==> src/rtl/eclk_phase_align.sv <==
// rtl/eclk_phase_align.sv - PLL phase alignment controller driven by filtered eclk status
//
// Purpose:
//   Steps the PLL output phase forward one step at a time. After each step it
//   clears the downstream jitter filter, waits for it to refill, and samples
//   the filtered status. It seeks the first 0->1 transition of the status,
//   then takes BACKOFF backward steps and reports done. It reports fail if no
//   transition is found within MAX_STEPS steps of either seek phase.
//
// Ports:
//   sclk        in   system clock, rising edge
//   reset_n     in   asynchronous active-low reset
//   start       in   single-cycle request, honoured in IDLE/DONE/FAIL only
//   status_q    in   filtered eclk status
//   filter_clr  out  one-cycle clear pulse to the jitter filter
//   phasestep   out  PLL phase step strobe
//   phasedir    out  PLL step direction (0 forward, 1 backward)
//   phase_pos   out  net phase position, wraps mod 128
//   busy        out  alignment in progress
//   done        out  alignment succeeded (sticky until next accepted start)
//   fail        out  alignment failed (sticky until next accepted start)

module eclk_phase_align #(
    parameter int WAIT_CYCLES = 256,
    parameter int MAX_STEPS   = 64,
    parameter int STEP_PULSE  = 4,
    parameter int BACKOFF     = 2
) (
    input  logic       sclk,
    input  logic       reset_n,
    input  logic       start,
    input  logic       status_q,
    output logic       filter_clr,
    output logic       phasestep,
    output logic       phasedir,
    output logic [6:0] phase_pos,
    output logic       busy,
    output logic       done,
    output logic       fail
);

    localparam int TMAX = (WAIT_CYCLES > STEP_PULSE) ? WAIT_CYCLES : STEP_PULSE;
    localparam int TW   = $clog2(TMAX) + 1;
    localparam int BW   = $clog2(BACKOFF + 1) + 1;

    localparam logic [TW-1:0] WAIT_LAST  = TW'(WAIT_CYCLES - 1);
    localparam logic [TW-1:0] PULSE_LAST = TW'(STEP_PULSE - 1);
    localparam logic [BW-1:0] BACK_TOTAL = BW'(BACKOFF);
    localparam logic [6:0]    STEP_LIMIT = 7'(MAX_STEPS);

    typedef enum logic [3:0] {
        S_IDLE,
        S_CLEAR,
        S_WAIT,
        S_SAMPLE,
        S_STEP,
        S_SETTLE,
        S_BACK,
        S_DONE,
        S_FAIL
    } state_t;

    // Sub-phases of a backward step sequence. B_SETUP is the single cycle in
    // which phasedir has already switched to 1 but no strobe is issued yet, so
    // the direction is stable before the first backward strobe.
    typedef enum logic [1:0] {
        B_SETUP,
        B_HIGH,
        B_LOW
    } bsub_t;

    state_t          r_state,      w_state_nxt;
    logic [TW-1:0]   r_timer,      w_timer_nxt;
    logic [6:0]      r_step_cnt,   w_step_cnt_nxt;
    logic            r_seek1,      w_seek1_nxt;
    logic [6:0]      r_pos,        w_pos_nxt;
    bsub_t           r_bsub,       w_bsub_nxt;
    logic [BW-1:0]   r_back_cnt,   w_back_cnt_nxt;

    logic            r_filter_clr, w_filter_clr_nxt;
    logic            r_phasestep,  w_phasestep_nxt;
    logic            r_phasedir,   w_phasedir_nxt;
    logic            r_busy,       w_busy_nxt;
    logic            r_done,       w_done_nxt;
    logic            r_fail,       w_fail_nxt;

    logic            w_go_step;

    always_ff @(posedge sclk or negedge reset_n) begin
        if (!reset_n) begin
            r_state      <= S_IDLE;
            r_timer      <= '0;
            r_step_cnt   <= '0;
            r_seek1      <= 1'b0;
            r_pos        <= '0;
            r_bsub       <= B_SETUP;
            r_back_cnt   <= '0;
            r_filter_clr <= 1'b0;
            r_phasestep  <= 1'b0;
            r_phasedir   <= 1'b0;
            r_busy       <= 1'b0;
            r_done       <= 1'b0;
            r_fail       <= 1'b0;
        end else begin
            r_state      <= w_state_nxt;
            r_timer      <= w_timer_nxt;
            r_step_cnt   <= w_step_cnt_nxt;
            r_seek1      <= w_seek1_nxt;
            r_pos        <= w_pos_nxt;
            r_bsub       <= w_bsub_nxt;
            r_back_cnt   <= w_back_cnt_nxt;
            r_filter_clr <= w_filter_clr_nxt;
            r_phasestep  <= w_phasestep_nxt;
            r_phasedir   <= w_phasedir_nxt;
            r_busy       <= w_busy_nxt;
            r_done       <= w_done_nxt;
            r_fail       <= w_fail_nxt;
        end
    end

    always_comb begin
        w_state_nxt    = r_state;
        w_timer_nxt    = r_timer;
        w_step_cnt_nxt = r_step_cnt;
        w_seek1_nxt    = r_seek1;
        w_pos_nxt      = r_pos;
        w_bsub_nxt     = r_bsub;
        w_back_cnt_nxt = r_back_cnt;
        w_go_step      = 1'b0;

        case (r_state)
            S_IDLE, S_DONE, S_FAIL: begin
                if (start) begin
                    w_state_nxt    = S_CLEAR;
                    w_step_cnt_nxt = '0;
                    w_pos_nxt      = '0;
                    w_seek1_nxt    = 1'b0;
                end
            end

            S_CLEAR: begin
                w_state_nxt = S_WAIT;
                w_timer_nxt = '0;
            end

            S_WAIT: begin
                if (r_timer == WAIT_LAST) begin
                    w_state_nxt = S_SAMPLE;
                end else begin
                    w_timer_nxt = r_timer + TW'(1);
                end
            end

            S_SAMPLE: begin
                if (!r_seek1) begin
                    // A low status (including at the very first sample) starts
                    // the search for the rising edge with a fresh step budget.
                    if (!status_q) begin
                        w_seek1_nxt    = 1'b1;
                        w_step_cnt_nxt = '0;
                    end
                    w_go_step = 1'b1;
                end else if (status_q) begin
                    if (BACKOFF > 0) begin
                        w_state_nxt    = S_BACK;
                        w_bsub_nxt     = B_SETUP;
                        w_back_cnt_nxt = '0;
                    end else begin
                        w_state_nxt = S_DONE;
                    end
                end else begin
                    w_go_step = 1'b1;
                end

                if (w_go_step) begin
                    if (w_step_cnt_nxt == STEP_LIMIT) begin
                        w_state_nxt = S_FAIL;
                    end else begin
                        w_state_nxt    = S_STEP;
                        w_step_cnt_nxt = w_step_cnt_nxt + 7'd1;
                        w_pos_nxt      = r_pos + 7'd1;
                        w_timer_nxt    = '0;
                    end
                end
            end

            S_STEP: begin
                if (r_timer == PULSE_LAST) begin
                    w_state_nxt = S_SETTLE;
                    w_timer_nxt = '0;
                end else begin
                    w_timer_nxt = r_timer + TW'(1);
                end
            end

            S_SETTLE: begin
                if (r_timer == PULSE_LAST) begin
                    w_state_nxt = S_CLEAR;
                end else begin
                    w_timer_nxt = r_timer + TW'(1);
                end
            end

            S_BACK: begin
                case (r_bsub)
                    B_SETUP: begin
                        w_bsub_nxt  = B_HIGH;
                        w_timer_nxt = '0;
                        w_pos_nxt   = r_pos - 7'd1;
                    end
                    B_HIGH: begin
                        if (r_timer == PULSE_LAST) begin
                            w_bsub_nxt  = B_LOW;
                            w_timer_nxt = '0;
                        end else begin
                            w_timer_nxt = r_timer + TW'(1);
                        end
                    end
                    default: begin
                        if (r_timer == PULSE_LAST) begin
                            if ((r_back_cnt + BW'(1)) == BACK_TOTAL) begin
                                w_state_nxt = S_DONE;
                            end else begin
                                w_back_cnt_nxt = r_back_cnt + BW'(1);
                                w_bsub_nxt     = B_HIGH;
                                w_timer_nxt    = '0;
                                w_pos_nxt      = r_pos - 7'd1;
                            end
                        end else begin
                            w_timer_nxt = r_timer + TW'(1);
                        end
                    end
                endcase
            end

            default: begin
                w_state_nxt = S_IDLE;
            end
        endcase

        // Outputs are decoded from the next state so that, once registered,
        // they line up with the state they describe.
        w_filter_clr_nxt = (w_state_nxt == S_CLEAR);
        w_busy_nxt       = !((w_state_nxt == S_IDLE) || (w_state_nxt == S_DONE) ||
                             (w_state_nxt == S_FAIL));
        w_done_nxt       = (w_state_nxt == S_DONE);
        w_fail_nxt       = (w_state_nxt == S_FAIL);
        w_phasedir_nxt   = (w_state_nxt == S_BACK);
        w_phasestep_nxt  = (w_state_nxt == S_STEP) ||
                           ((w_state_nxt == S_BACK) && (w_bsub_nxt == B_HIGH));
    end

    assign filter_clr = r_filter_clr;
    assign phasestep  = r_phasestep;
    assign phasedir   = r_phasedir;
    assign phase_pos  = r_pos;
    assign busy       = r_busy;
    assign done       = r_done;
    assign fail       = r_fail;

endmodule

==> config.mk <==
export PLATFORM = sky130hd
export DESIGN_NAME = eclk_phase_align
export DESIGN_NICKNAME = d
export VERILOG_FILES = /design/src/rtl/eclk_phase_align.sv
export SDC_FILE = /design/constraint.sdc
export NUM_CORES = 1
export LEC_CHECK = 0
export ABC_AREA = 1
export CAP_MARGIN = 40
export CORE_MARGIN = 2
export CORE_UTILIZATION = 50
export CTS_CLUSTER_SIZE = 10
export DETAILED_ROUTE_END_ITERATION = 16
export DONT_BUFFER_PORTS = 1
export MAX_ROUTING_LAYER = met4
export SETUP_SLACK_MARGIN = 0.3
export SYNTH_ARGS = -nofsm -noshare
export SYNTH_HDL_FRONTEND = slang
export SYNTH_SLANG_ARGS = --single-unit
==> constraint.sdc <==
create_clock -name sclk -period 5.11 [get_ports sclk]
set_input_delay 0.511 -clock sclk [delete_from_list [all_inputs] [get_ports sclk]]
set_output_delay 0.511 -clock sclk [all_outputs]
set_load 0.05 [all_outputs]
## After elaboration in Yosys (flattened, before gate mapping)

Cells that the tools add are included.

| storage, ports and cells | value |
|---|---|
| latch bits | 0 |
| bits in read-only memories | 0 |
| memory bits (writable) | 0 |
| input bits | 4 |
| output and inout bits | 13 |
| memories kept | 0 |
| flip-flop bits (word level) | 39 |

| operators by class | value |
|---|---|
| multiply operators | 0 |
| multiplexer cells | 53 |
| bitwise gates (word level) | 0 |
| shift-type cells | 0 |
| eq/ne operators | 33 |
| divide/modulo/power cells | 0 |
| reduce and logical (&&, ||, !) cells | 18 |
| $lt $le $gt $ge | 0 |
| add/sub/neg operators | 5 |

Operators with widths:

| operator | number |
|---|---|
| $mux 7 | 10 |
| $mux 9 | 7 |
| $pmux 9 s6 | 1 |
| $mux 4 | 11 |
| $eq 4x3->1 const B | 7 |
| $pmux 4 s7 | 1 |
| $pmux 7 s2 | 2 |
| $ne 2x2->1 const B | 11 |
| $pmux 7 s3 | 1 |
| $pmux 9 s2 | 1 |
| $mux 3 | 5 |
| $add 7x1->7 const B | 2 |
| $reduce_and 6->1 | 2 |
| $mux 2 | 5 |
| $add 9x1->9 const B | 1 |
| $eq 9x2->1 const B | 1 |
| $eq 9x8->1 const B | 1 |
| $eq 4x1->1 const B | 2 |
| $eq 4x2->1 const B | 2 |
| $eq 4x4->1 const B | 2 |
| $logic_not 4->1 | 2 |
| $pmux 2 s2 | 2 |
| $eq 7x7->1 const B | 1 |
| $reduce_and 7->1 | 1 |
| 19 further kinds | 28 |

## Logic depth before layout (Yosys ltp)

Gate-level depths: netlist of the first run.

| depth | value |
|---|---|
| depth after elaboration | 11 |
| gate-level depth with buffers | 14 |
| gate-level depth less buffers | 14 |

## Least setup slack after synthesis of the first run

Ideal clock, no wire load.

| path | value |
|---|---|
| kind | register to register |
| start | register r_state[3] |
| end | register r_pos[3] (netlist: phase_pos[3]) |
| path buffers | 1 |
| slack | 3,142 ps |
| data required time | 4,991 ps |
| data arrival time | 1,848 ps |
| stages on the path, launching flop included | 12 |
| cell sequence | dfrtp_1 -> inv_2 -> nand2_2 -> nor2_4 -> buf_2 -> ha_1 -> a21o_1 -> o21bai_1 -> xnor2_1 -> nor2_1 -> nand2_1 -> nand2_1 |

| on the way | value |
|---|---|
| cells in the longest elaborated chain, start to end | 4 |
| elaborated cells between the ends (all ways) | 15 |
| those cells by class | eq/ne: 10; mux: 1; reduce/logical: 4 |

Ends and longest elaborated chain:

| what | RTL line | text |
|---|---|---|
| start, declared | 72 | `state_t r_state, w_state_nxt;` |
| start signal, assigned | 105 | `r_state <= w_state_nxt;` |
| $eq 4x3->1 (tied with other cells) | 131 | `case (r_state)` |
| $reduce_or 3->1 | 131 |  |
| $ne 2x2->1 (no line) or $reduce_bool 3->1 (tied branches) | - |  |
| $reduce_and 7->1 (no line) | - |  |
| end signal, assigned | 109 | `r_pos <= w_pos_nxt;` |
| end, declared | 76 | `logic [6:0] r_pos, w_pos_nxt;` |

Parallel ways exist; a longest one is shown, timed or not.
A chain may end at the register's enable or synchronous reset.

## Final worst setup path of the first run

| path | value |
|---|---|
| start | register r_seek1 |
| end | register r_busy (netlist: busy) |

| on the way | value |
|---|---|
| cells in the longest elaborated chain, start to end | 10 |
| elaborated cells between the ends (all ways) | 15 |
| those cells by class | eq/ne: 3; mux: 8; reduce/logical: 4 |

Ends and longest elaborated chain:

| what | RTL line | text |
|---|---|---|
| start, declared | 75 | `logic r_seek1, w_seek1_nxt;` |
| start signal, assigned | 108 | `r_seek1 <= w_seek1_nxt;` |
| $mux 7 | 155 | `if (!r_seek1) begin` |
| $mux 7 | 131 |  |
| $eq 7x7->1 | 176 | `if (w_step_cnt_nxt == STEP_LIMIT) begin` |
| $mux 4 | 176 |  |
| $mux 4 * | 175 | `if (w_go_step) begin` |
| $pmux 4 s7 * | 131 |  |
| net w_state_nxt[2] | 72 |  |
| $eq 4x3->1 or $logic_not 4->1 (tied branches) | 244 | `w_busy_nxt = !((w_state_nxt == S_IDLE) \|\| (w_state_nxt == S_DONE) \|\|` |
| $logic_or 1x1->1 | 244 |  |
| $logic_or 1x1->1 * | 244 |  |
| $logic_not 1->1 * | 244 |  |
| net w_busy_nxt | 83 | `logic r_busy, w_busy_nxt;` |
| end signal, assigned | 115 | `r_busy <= w_busy_nxt;` |
| end, declared | 83 |  |

The timed path passes the listed nets; every way through them passes the cells marked *. The select of a mux whose other input is x is not followed.

==> results.ini, run 1 <==
[place]
io_buffers = 0
dpl_cell_area_mm2 = 0.00272
place_congestion = 0.850
placed_cells_incl_taps = 457
hpwl_mm = 4.40

[sta]
whs_ps = 53.4
period_share_pct = 44.3
worst_pin_slew_ps = 548
rsz0062_at_grt = no
slew_headroom_pct = 63.4
finalClockSkew_ps = 10.4
slew_violations = 0
fin_crit_ps = 2260
setup_viol = 0
hold_viol = 0
setup_tns_ps = 0
fmaxAchievable_mhz = 442

[global_routing]
grt_remaining_overflow = 0
grt_pass1_wl_mm = 10.4
grt_usage_pct = 22.3
grt_max_degree = 40
antenna_found_initial = 0
grt_pass1_vias = 2310

[worst_setup_path]
r2r_end = busy$_DFF_PN0_
cp_max_fo = 5
start_kind = flop
endpoint_kind = flop
path_cells = nor2_1 -> nor2_1 -> inv_1 -> ha_1 -> nand2_1 -> nor2_1 -> nand3_1 -> nand2_1 -> nand2_1 -> nor2_1 -> inv_1 -> nor2_1 -> nor2_1
critPathKind = reg2reg
crit_path_start = r_seek1$_DFFE_PN0P_
crit_buf_inv = 2
required_ps = 5300
slowest_stage = dfrtp_1
reg2reg_from = r_seek1$_DFFE_PN0P_
critPathMostFrequentCell = nor2_1
regToRegSetupSlack_ps = 2850
cp_data_arrival_time_ps = 2450
cp_top_family = simple AND/OR/NAND/NOR gates
worst-r2r-cell-count = 13
slowest_delay_ps = 410

[die]
initial_core_util_pct = 51.9
die_w_um = 76.8
pin_count = 17
rows = 26
fp.dieH_um = 76.8
core_mm2 = 0.00511
die-area_mm2 = 0.00590

[job]
cap_violations = 0

[clock_network]
cts_max_level = 2
clkLatencyLatePin_ps = 290
numCtsBuffers = 5
postCtsResizedCells = 0
cts_setup_buffers = 0
cts_sinks = 39
clk_pin_slew_ps = 90
cts.path.max_buffers = 2
hold_buffers = 1
ctsRootBufferMaster = clkbuf_8
cts_tree = built

[detailed_routing]
vias_per_cell = 5.11
routed.top_layer = met4
wl_met1_mm = 2.84
wire_per_inst_um = 12.7
firstDrtPassIters = 4
drt_iter0_drc = 105
ant_nets = 0
vias = 2379
routed_wl_mm = 5.92
dr_wl_met2_mm = 2.85
wl_met3_um = 148
drc = 0

[status]
outcome = complete, no violations

[synth]
yosys_warnings = 0
synth_fp_nets = 405
syn-cell-area_mm2 = 0.00265
ys_seq_area_share_pct = 36.8
netlist_instances = 389
synth-seq-cells = 39
synth_area_per_cell_um2 = 6.82
yosysUniqueCellTypes = 27

[power]
p_sw_mw = 0.748
switching_share_pct = 51.2
finalPower_mw = 1.46
max-vdd-ir-drop_mv = 0.300
powerDensity_mw_per_mm2 = 512
internal-power_mw = 0.714
seq_power_share_pct = 38.0
p_leak_nw = 1.53
clkPwrFrac_pct = 18.1
combPwrFrac_pct = 43.9

[hold_path]
hold_class = in2async

[cells_and_area]
area_growth_pct = 7.69
drive_above_1_share_pct = 7.32
layoutNonFillerInstCount = 466
final_area_mm2 = 0.00286
num-nets-final = 411
fill_cells = 533
n_antenna_cell = 0

[per-stage QoR]
| step | utilization [%] | setup WS, ps |
|---|---|---|
| 6_report | 55.9 | 2850 |
| 5_1_grt | 55.9 | 2620 |
| 4_1_cts | 55.9 | 2860 |
| 3_5_place_dp | 53.3 | 2750 |
| 3_3_place_gp | 53.3 | 2730 |
| 2_1_floorplan | - | 3140 |
[synth_stat cells]
library cell	count	area share [%]
nor2_4	3	1.3
inv_4	1	0.24
buf_2	1	0.19
o21a_1	1	0.28
nand3_1	41	7.7
nand2_2	7	1.7
a21oi_1	7	1.3
inv_2	5	0.71
nor2_2	3	0.71
o22ai_1	5	1.2
a31o_2	1	0.33
buf_6	1	0.42
nand4_1	10	2.4
xnor2_1	3	0.99
fa_1	1	0.76
ha_1	11	5.2
nand2_1	121	17
dfrtp_1	39	37
o21ai_1	7	1.3
o21bai_1	1	0.28
xor2_1	4	1.3
nor2_1	35	5.0
nor3_1	4	0.76
o211ai_1	2	0.57
inv_1	58	8.2
a21o_1	1	0.28
o21ai_0	16	3.0
[power groups by stage]
stage          registers [mW]  clock network, mW  logic (mW)
2_1_floorplan           0.546                  0       0.517
3_3_place_gp            0.562                  0       0.629
3_5_place_dp            0.563                  0       0.634
4_1_cts                 0.557              0.269       0.644
5_1_grt                 0.565              0.283       0.740
6_report                0.555              0.264       0.642
[registers in the layout, indices dropped and copies added (netlist names)]
signal      cells
r_back_cnt      3
fail            1
busy            1
r_bsub          2
phasestep       1
phasedir        1
phase_pos       7
filter_clr      1
r_seek1         1
r_state         4
r_step_cnt      7
done            1
r_timer         9
[how the worst max path moves through the flow]
| stage | slack, ps | depth (start not counted) | endpoint |
|---|---|---|---|
| 2_1_floorplan | 3140 | 11 | phase_pos[3]$_DFFE_PN0P_ |
| 3_3_place_gp | 2730 | 13 | busy$_DFF_PN0_ |
| 3_5_place_dp | 2750 | 13 | busy$_DFF_PN0_ |
| 4_1_cts | 2860 | 13 | busy$_DFF_PN0_ |
| 5_1_grt | 2620 | 12 | filter_clr$_DFF_PN0_ |
| 6_report | 2850 | 13 | busy$_DFF_PN0_ |
[cell families after synthesis]
family                   synth area share (%)
flip-flops                               36.8
AND/OR/NAND/NOR                          36.6
buffers and inverters                    9.77
AO/OA/AOI/OAI                            8.59
adder cells (fa/ha/maj)                  5.95
XOR/XNOR                                 2.31
[cell usage in the layout (no fill, tap or decap), drive strengths merged]
cell    netlist  routed
buf           2       1
clkbuf        0       5
dfrtp        39      39
o211ai        2       2
nand3        41      41
xnor2         3       3
o21a          1       1
nor2         41      41
fa            1       1
nor3          4       4
clkinv        0       2
a31o          1       1
xor2          4       4
o21ai        23      23
bufinv        0       1
a21o          1       1
inv          64      64
nand4        10      10
a21oi         7       7
nand2       128     128
ha           11      11
o21bai        1       1
o22ai         5       5
[final cells by class]
| class | count | area, µm² | share of cell area [%] |
|---|---|---|---|
| Sequential cell | 39 | 976 | 34.2 |
| Inverter | 64 | 243 | 8.50 |
| Clock inverter | 3 | 43.8 | 1.53 |
| Tap cell | 70 | 87.6 | 3.07 |
| Multi-Input combinational cell | 284 | 1420 | 49.6 |
| Timing Repair Buffer | 1 | 20.0 | 0.701 |
| Clock buffer | 5 | 68.8 | 2.41 |
[metal layers]
metal / global-route usage (%) / up-vias
met5: - / -
met3: 3.41 / 10
met2: 36.7 / 33
li1: - / 1258
met1: 28.3 / 1078
met4: 7.09 / 0
(Power assumes the default switching activity.)
==> run 2: changes to the inputs <==
- PLACE_DENSITY: not set -> 0.68
- clock period: 5.11 -> 1.9 ns (I/O delays scaled with it)
==> results.ini, run 2 (synthesis gave the netlist of run 1 again) <==
[status]
outcome = finished, violations left
failed_checks = negative setup slack

[detailed_routing]
routed_wl_mm = 10.7  ; +81%
wire_per_inst_um = 19.5  ; +54%
ant_nets = 0  ; unchanged
drc = 0  ; unchanged
firstDrtPassIters = 8  ; +4
drt_iter0_drc = 504  ; +380%
vias_per_cell = 6.08  ; +19%
vias = 3330  ; +40%

[sta]
worst_pin_slew_ps = 536  ; -12.4 ps
finalClockSkew_ps = 18.5  ; +8.10 ps
hold_viol = 0  ; unchanged
fin_ws_ps = -119  ; -2970 ps
slew_violations = 0  ; unchanged
rsz0062_at_grt = yes
period_share_pct = 106  ; +62 points
fmaxAchievable_mhz = 495  ; +12%
setup_viol = 16  ; +16
slew_headroom_pct = 64.3  ; +0.83 points
fin_crit_ps = 2020  ; -244 ps

[clock_network]
numCtsBuffers = 5  ; unchanged
cts_tree = built
cts_sinks = 39  ; unchanged
cts.path.max_buffers = 2  ; unchanged
clkLatencyLatePin_ps = 310  ; +20 ps
ctsRootBufferMaster = clkbuf_8
cts_max_level = 2  ; unchanged
clk_pin_slew_ps = 90  ; about the same

[die]
die_w_um = 76.8  ; unchanged
fp.dieH_um = 76.8  ; unchanged
rows = 26  ; unchanged
die-area_mm2 = 0.00590  ; unchanged
core_mm2 = 0.00511  ; unchanged
pin_count = 17  ; unchanged
initial_core_util_pct = 51.9  ; unchanged

[worst_setup_path]
crit_buf_inv = 2  ; unchanged
critPathKind = reg2reg
slowest_stage = dfrtp_1
regToRegSetupSlack_ps = -120  ; -2970 ps
endpoint_kind = flop
path_cells = nand2_1 -> inv_1 -> nand4_1 -> nor2_1 -> ha_2 -> nand2_2 -> nand2_2 -> nor2_2 -> nand2_2 -> nor2_4 -> buf_6 -> nand2_2 -> o21ai_1
r2r_end = r_timer[2]$_DFFE_PN0P_
slowest_delay_ps = 450  ; +40 ps
critPathMostFrequentCell = nand2_2
worst-r2r-cell-count = 13  ; unchanged
cp_top_family = simple AND/OR/NAND/NOR gates
required_ps = 2110  ; -3190 ps
cp_data_arrival_time_ps = 2230  ; -220 ps
start_kind = flop
cp_max_fo = 5  ; unchanged
reg2reg_from = r_timer[4]$_DFFE_PN0P_

[cells_and_area]
ff_latch_area_um2 = 982  ; +0.64%
n_antenna_cell = 0  ; unchanged
top_register = r_timer
drive_above_1_share_pct = 45.8  ; +38 points
final_area_mm2 = 0.00418  ; +46%
layout_commonest_cell = nand2_1
final_util_pct = 81.8  ; +26 points
multi_input_area_mm2 = 0.00199  ; +41%
largest_register_ffs = 9  ; unchanged
area_growth_pct = 57.6
fill_cells = 282  ; -47%
final_cell_mix = nand2_1 (84), buf_4 (54), inv_1 (48)
num-nets-final = 493  ; +20%

[global_routing]
grt_remaining_overflow = 0  ; unchanged
antenna_found_initial = 0  ; unchanged
grtUsageMet3_pct = 3.88  ; +0.47 points
grt_max_degree = 40  ; unchanged
met1_usage_pct = 34.4  ; +6.1 points
grt_pass1_wl_mm = 12.3  ; +19%
met2_usage_pct = 41.9  ; +5.3 points
grt_pass1_vias = 2701  ; +17%
grt_usage_pct = 26.3  ; +4.0 points
top_usage_layer = met2

[hold_path]
hold_class = in2reg
hold_start = status_q
hold_depth = 1
hold-path-endpoint = r_seek1$_DFFE_PN0P_

[power]
p_leak_nw = 2.10  ; +38%
max-vdd-ir-drop_mv = 0.746  ; +150%
powerDensity_mw_per_mm2 = 1500  ; +190%
finalPower_mw = 6.29  ; +330%

[place]
io_buffers = 0  ; unchanged
place_congestion = 0.976  ; +15%
dpl_cell_area_mm2 = 0.00300  ; +10%
hpwl_mm = 4.79  ; +8.8%

[job]
cap_violations = 0  ; unchanged

==> run 2: changes by cell type in the layout (fill, tap and decap cells not counted), moves of 10 or more <==
cell and delta:
buf_4 +54, nor2_1 -16, nand2_4 +14, buf_6 +24, nand3_2 +10, inv_1 -10
nor2_4 +12, nand2_1 -37, o21ai_0 -12, nand3_1 -10, nand2_2 +21
==> run 2: power breakdown <==
group	internal [mW]	leakage (nW)	switching (mW)
clock network	0.426	0.0612	0.329
logic	1.69	1.52	2.42
registers	1.04	0.522	0.388
==> run 2: area by class of cell <==
type | count | area share, %
clock buffer | 6 | 1.98
clock inverter | 2 | 0.838
inverter | 64 | 6.23
multi-input combinational | 285 | 47.6
sequential | 39 | 23.5
tap | 70 | 2.10
timing repair buffer | 82 | 17.7
==> run 2: worst max-delay path by stage <==
stage,depth (start not counted),slack (ps),end,start
4_1_cts,14,70,r_timer[5]$_DFFE_PN0P_,r_timer[0]$_DFFE_PN0P_
2_1_floorplan,13,80,phase_pos[5]$_DFFE_PN0P_,r_state[0]$_DFF_PN0_
3_3_place_gp,13,30,busy$_DFF_PN0_,r_seek1$_DFFE_PN0P_
6_report,13,-120,r_timer[2]$_DFFE_PN0P_,r_timer[4]$_DFFE_PN0P_
5_1_grt,13,-150,r_timer[2]$_DFFE_PN0P_,r_timer[4]$_DFFE_PN0P_
3_5_place_dp,14,-30,r_timer[5]$_DFFE_PN0P_,r_timer[1]$_DFFE_PN0P_
==> run 2: layer usage <==
metal,vias to the layer above,routed length (µm)
li1,1417,-
met1,1504,3710
met2,294,5010
met3,115,1110
met4,0,864
met5,-,0
==> run 2: through the flow <==
step                      setup TNS [ps]  setup WS [ps]  hold slack, ps  cells
after floorplan                        0           77.4            -106    389
after global placement                 0           31.4            -105    487
after detailed placement           -84.2          -27.4            -105    487
after CTS                              0           71.9            26.4    530
after global routing               -2160           -151            46.2    548
final                               -730           -119            45.4    548
==> run 2: repair_timing <==
action | in CTS | in global routing
hold buffers | 2 | 0
buffers inserted | 32 | 18
gates resized for setup | 44 | 133
endpoints found under the hold margin | 39 | 0
pin swaps | 28 | 50
endpoints found under the setup margin | 31 | 37
cloned | 1 | 0
==> run 3: changes to the inputs <==
- ABC_AREA: 1 -> not set
==> results.ini, run 3 <==
[clock_network]
cts_tree = built
clkLatencyLatePin_ps = 300  ; about the same
ctsRootBufferMaster = clkbuf_8
clk_pin_slew_ps = 90  ; about the same
cts.path.max_buffers = 2  ; unchanged
cts_max_level = 2  ; unchanged
numCtsBuffers = 5  ; unchanged
cts_sinks = 39  ; unchanged

[synth]
yosysMostFrequentCell = dfrtp_1
yosysTopAreaCellShare_pct = 38.3  ; +1.5 points
ys_seq_area_share_pct = 38.3  ; +1.5 points
synth_common_cells = dfrtp_1 (39), nand2_1 (23), nor2_1 (21), o21ai_0 (16), nand3_1 (13)
synthTopCellsByArea = dfrtp_1 (38%), ha_1 (5.4%), nand2_1 (3.4%)
async_flop_share_pct = 100  ; unchanged
netlist_instances = 272  ; -30%
synth_fp_nets = 288  ; -29%
yosysUniqueCellTypes = 63  ; +130%
syn-cell-area_mm2 = 0.00255  ; -4.0%
synth_ff_type = dfrtp_1
yosys_warnings = 0  ; unchanged
synth_area_per_cell_um2 = 9.36  ; +37%
synth_top_area_cell = dfrtp_1
synth-seq-cells = 39  ; unchanged
synth_edf_count = 0  ; unchanged

[power]
switching_share_pct = 22.8  ; -27 points
clkPwrFrac_pct = 44.4  ; +32 points
powerDensity_mw_per_mm2 = 420  ; -72%
seq_power_share_pct = 51.2  ; +29 points
internal-power_mw = 1.25  ; -60%
p_leak_nw = 1.78  ; -15%
finalPower_mw = 1.62  ; -74%
p_sw_mw = 0.371  ; -88%
combPwrFrac_pct = 4.4  ; -61 points
max-vdd-ir-drop_mv = 0.362  ; -52%

[worst_setup_path]
r2r_end = r_timer[4]$_DFFE_PN0P_
cp_top_family = simple AND/OR/NAND/NOR gates
critPathKind = reg2reg
cp.depth = 10  ; -3
start_kind = flop
path_cells = ha_2 -> and3_4 -> and3_4 -> and3_4 -> ha_4 -> nand3_2 -> o21a_1 -> or3b_4 -> or2_4 -> o31ai_2
slowest_stage = or3b_4
crit_path_start = r_timer[1]$_DFFE_PN0P_
reg2reg_from = r_timer[1]$_DFFE_PN0P_
required_ps = 2100  ; about the same
endpoint_kind = flop
slowest_delay_ps = 420  ; -30 ps
cp_data_arrival_time_ps = 2690  ; +460 ps
crit_buf_inv = 0  ; -2
critPathMostFrequentCell = and3_4
crit_end = r_timer[4]$_DFFE_PN0P_
cp_max_fo = 7  ; +2
worst-r2r-cell-count = 10  ; -3
regToRegSetupSlack_ps = -580  ; -460 ps

[global_routing]
grt_pass1_vias = 2290  ; -15%
grt_max_degree = 40  ; unchanged
grt_pass1_wl_mm = 10.8  ; -12%
antenna_found_initial = 0  ; unchanged
grt_remaining_overflow = 0  ; unchanged
grt_usage_pct = 26.1  ; -0.19 points

[place]
io_buffers = 0  ; unchanged
placed_cells_incl_taps = 398  ; -18%
place_congestion = 0.887  ; -9.2%
hpwl_mm = 4.41  ; -8.0%
dp_slack_ps = -550  ; -523 ps

[sta]
slew_violations = 0  ; unchanged
rsz0062_at_grt = yes
hold_viol = 0  ; unchanged
setup_viol = 34  ; +18
setup_tns_ps = -11940  ; -11,210 ps
fmaxAchievable_mhz = 403  ; -19%
slew_headroom_pct = 57.5  ; -6.8 points
period_share_pct = 131  ; +24 points
fin_ws_ps = -582  ; -463 ps
fin_crit_ps = 2480  ; +463 ps
worst_pin_slew_ps = 633  ; +97.2 ps
finalClockSkew_ps = 8.08  ; -10.5 ps

[cells_and_area]
num-nets-final = 380  ; -23%
layoutNonFillerInstCount = 432  ; -21%
largest_register_ffs = 9  ; unchanged
area_growth_pct = 51.9
final_cell_mix = buf_4 (72), dfrtp_1 (38), nor2_1 (19)
top_register = r_timer
n_antenna_cell = 0  ; unchanged
drive_above_1_share_pct = 51.0  ; +5.1 points
layout_commonest_cell = buf_4

[die]
die_w_um = 75.4  ; -1.9%
die-area_mm2 = 0.00568  ; -3.8%
rows = 25  ; -3.8%
pin_count = 17  ; unchanged
fp.dieH_um = 75.4  ; -1.9%
core_mm2 = 0.00482  ; -5.7%
initial_core_util_pct = 52.9  ; +0.95 points

[detailed_routing]
wire_per_inst_um = 16.4  ; -16%
drc = 0  ; unchanged
ant_nets = 0  ; unchanged
vias = 2420  ; -27%
drt_iter0_drc = 88  ; -83%
firstDrtPassIters = 7  ; -1
routed_wl_mm = 7.10  ; -34%
vias_per_cell = 5.60  ; -7.8%

[job]
cap_violations = 0  ; unchanged

[status]
outcome = finished, violations left
failed_checks = negative setup slack

[hold_path]
hold_class = in2reg

## run 3: worst min-delay path by stage
stage                               endpoint  cells past startpoint  slack (ps)     start
finish                  r_state[3]$_DFF_PN0_                      2         110     start
floorplan                     busy$_DFF_PN0_                      0        -110   reset_n
CTS                      r_seek1$_DFFE_PN0P_                      2          90  status_q
global placement    phase_pos[3]$_DFFE_PN0P_                      0        -100   reset_n
global route            r_state[3]$_DFF_PN0_                      2         110     start
detailed placement  phase_pos[2]$_DFFE_PN0P_                      0        -100   reset_n
## run 3: metrics by stage
step                      utilization, %  hold slack, ps  instance area, µm²
final                               80.3             112                3870
after global routing                80.3             113                3870
after CTS                           76.5            95.0                3680
after detailed placement            67.2            -105                3240
after global placement              67.2            -105                3240
after floorplan                        -            -106                2710
## run 3: cell type report
| cell class | count | area, µm² |
|---|---|---|
| Multi-Input combinational cell | 210 | 1810 |
| Clock inverter | 3 | 43.8 |
| Clock buffer | 5 | 68.8 |
| Sequential cell | 39 | 977 |
| Inverter | 13 | 53.8 |
| Timing Repair Buffer | 95 | 826 |
| Fill cell | 323 | 950 |
| Tap cell | 67 | 83.8 |
## run 3: cells by family (layout without fill, tap and decap cells)
family                   after synthesis  in the layout  synth area share, %
AO/OA/AOI/OAI                         77             77                 21.3
XOR/XNOR                               6              6                 2.06
adder cells (fa/ha/maj)               12             12                 6.19
buffers and inverters                 23            116                 4.03
flip-flops                            39             39                 38.3
multiplexers                           8              8                 3.98
AND/OR/NAND/NOR                      107            107                 24.1
## run 3: layer usage
| layer | routed length (µm) | GRT usage, % |
|---|---|---|
| met1 | 2950 | 31.4 |
| met2 | 3670 | 43.1 |
| met3 | 305 | 5.69 |
| met4 | 174 | 9.55 |
| met5 | 0 | - |
## run 3: timing repair
action | in CTS | in global routing
gates cloned | 0 | 0
pin swaps | 28 | 17
resized for setup | 47 | 32
endpoints found under the hold margin | 40 | 0
buffers inserted | 16 | 7
hold buffers | 3 | 0
setup endpoints to repair | 37 | 37
## run 3: power by group through the flow
stage / Sequential (mW) / Clock [mW] / Combinational (mW)
CTS: 0.831 / 0.732 / 0.0685
global placement: 0.848 / 0 / 0.0322
detailed placement: 0.848 / 0 / 0.0333
global route: 0.831 / 0.771 / 0.0799
floorplan: 0.848 / 0 / 0.0314
finish: 0.831 / 0.721 / 0.0721
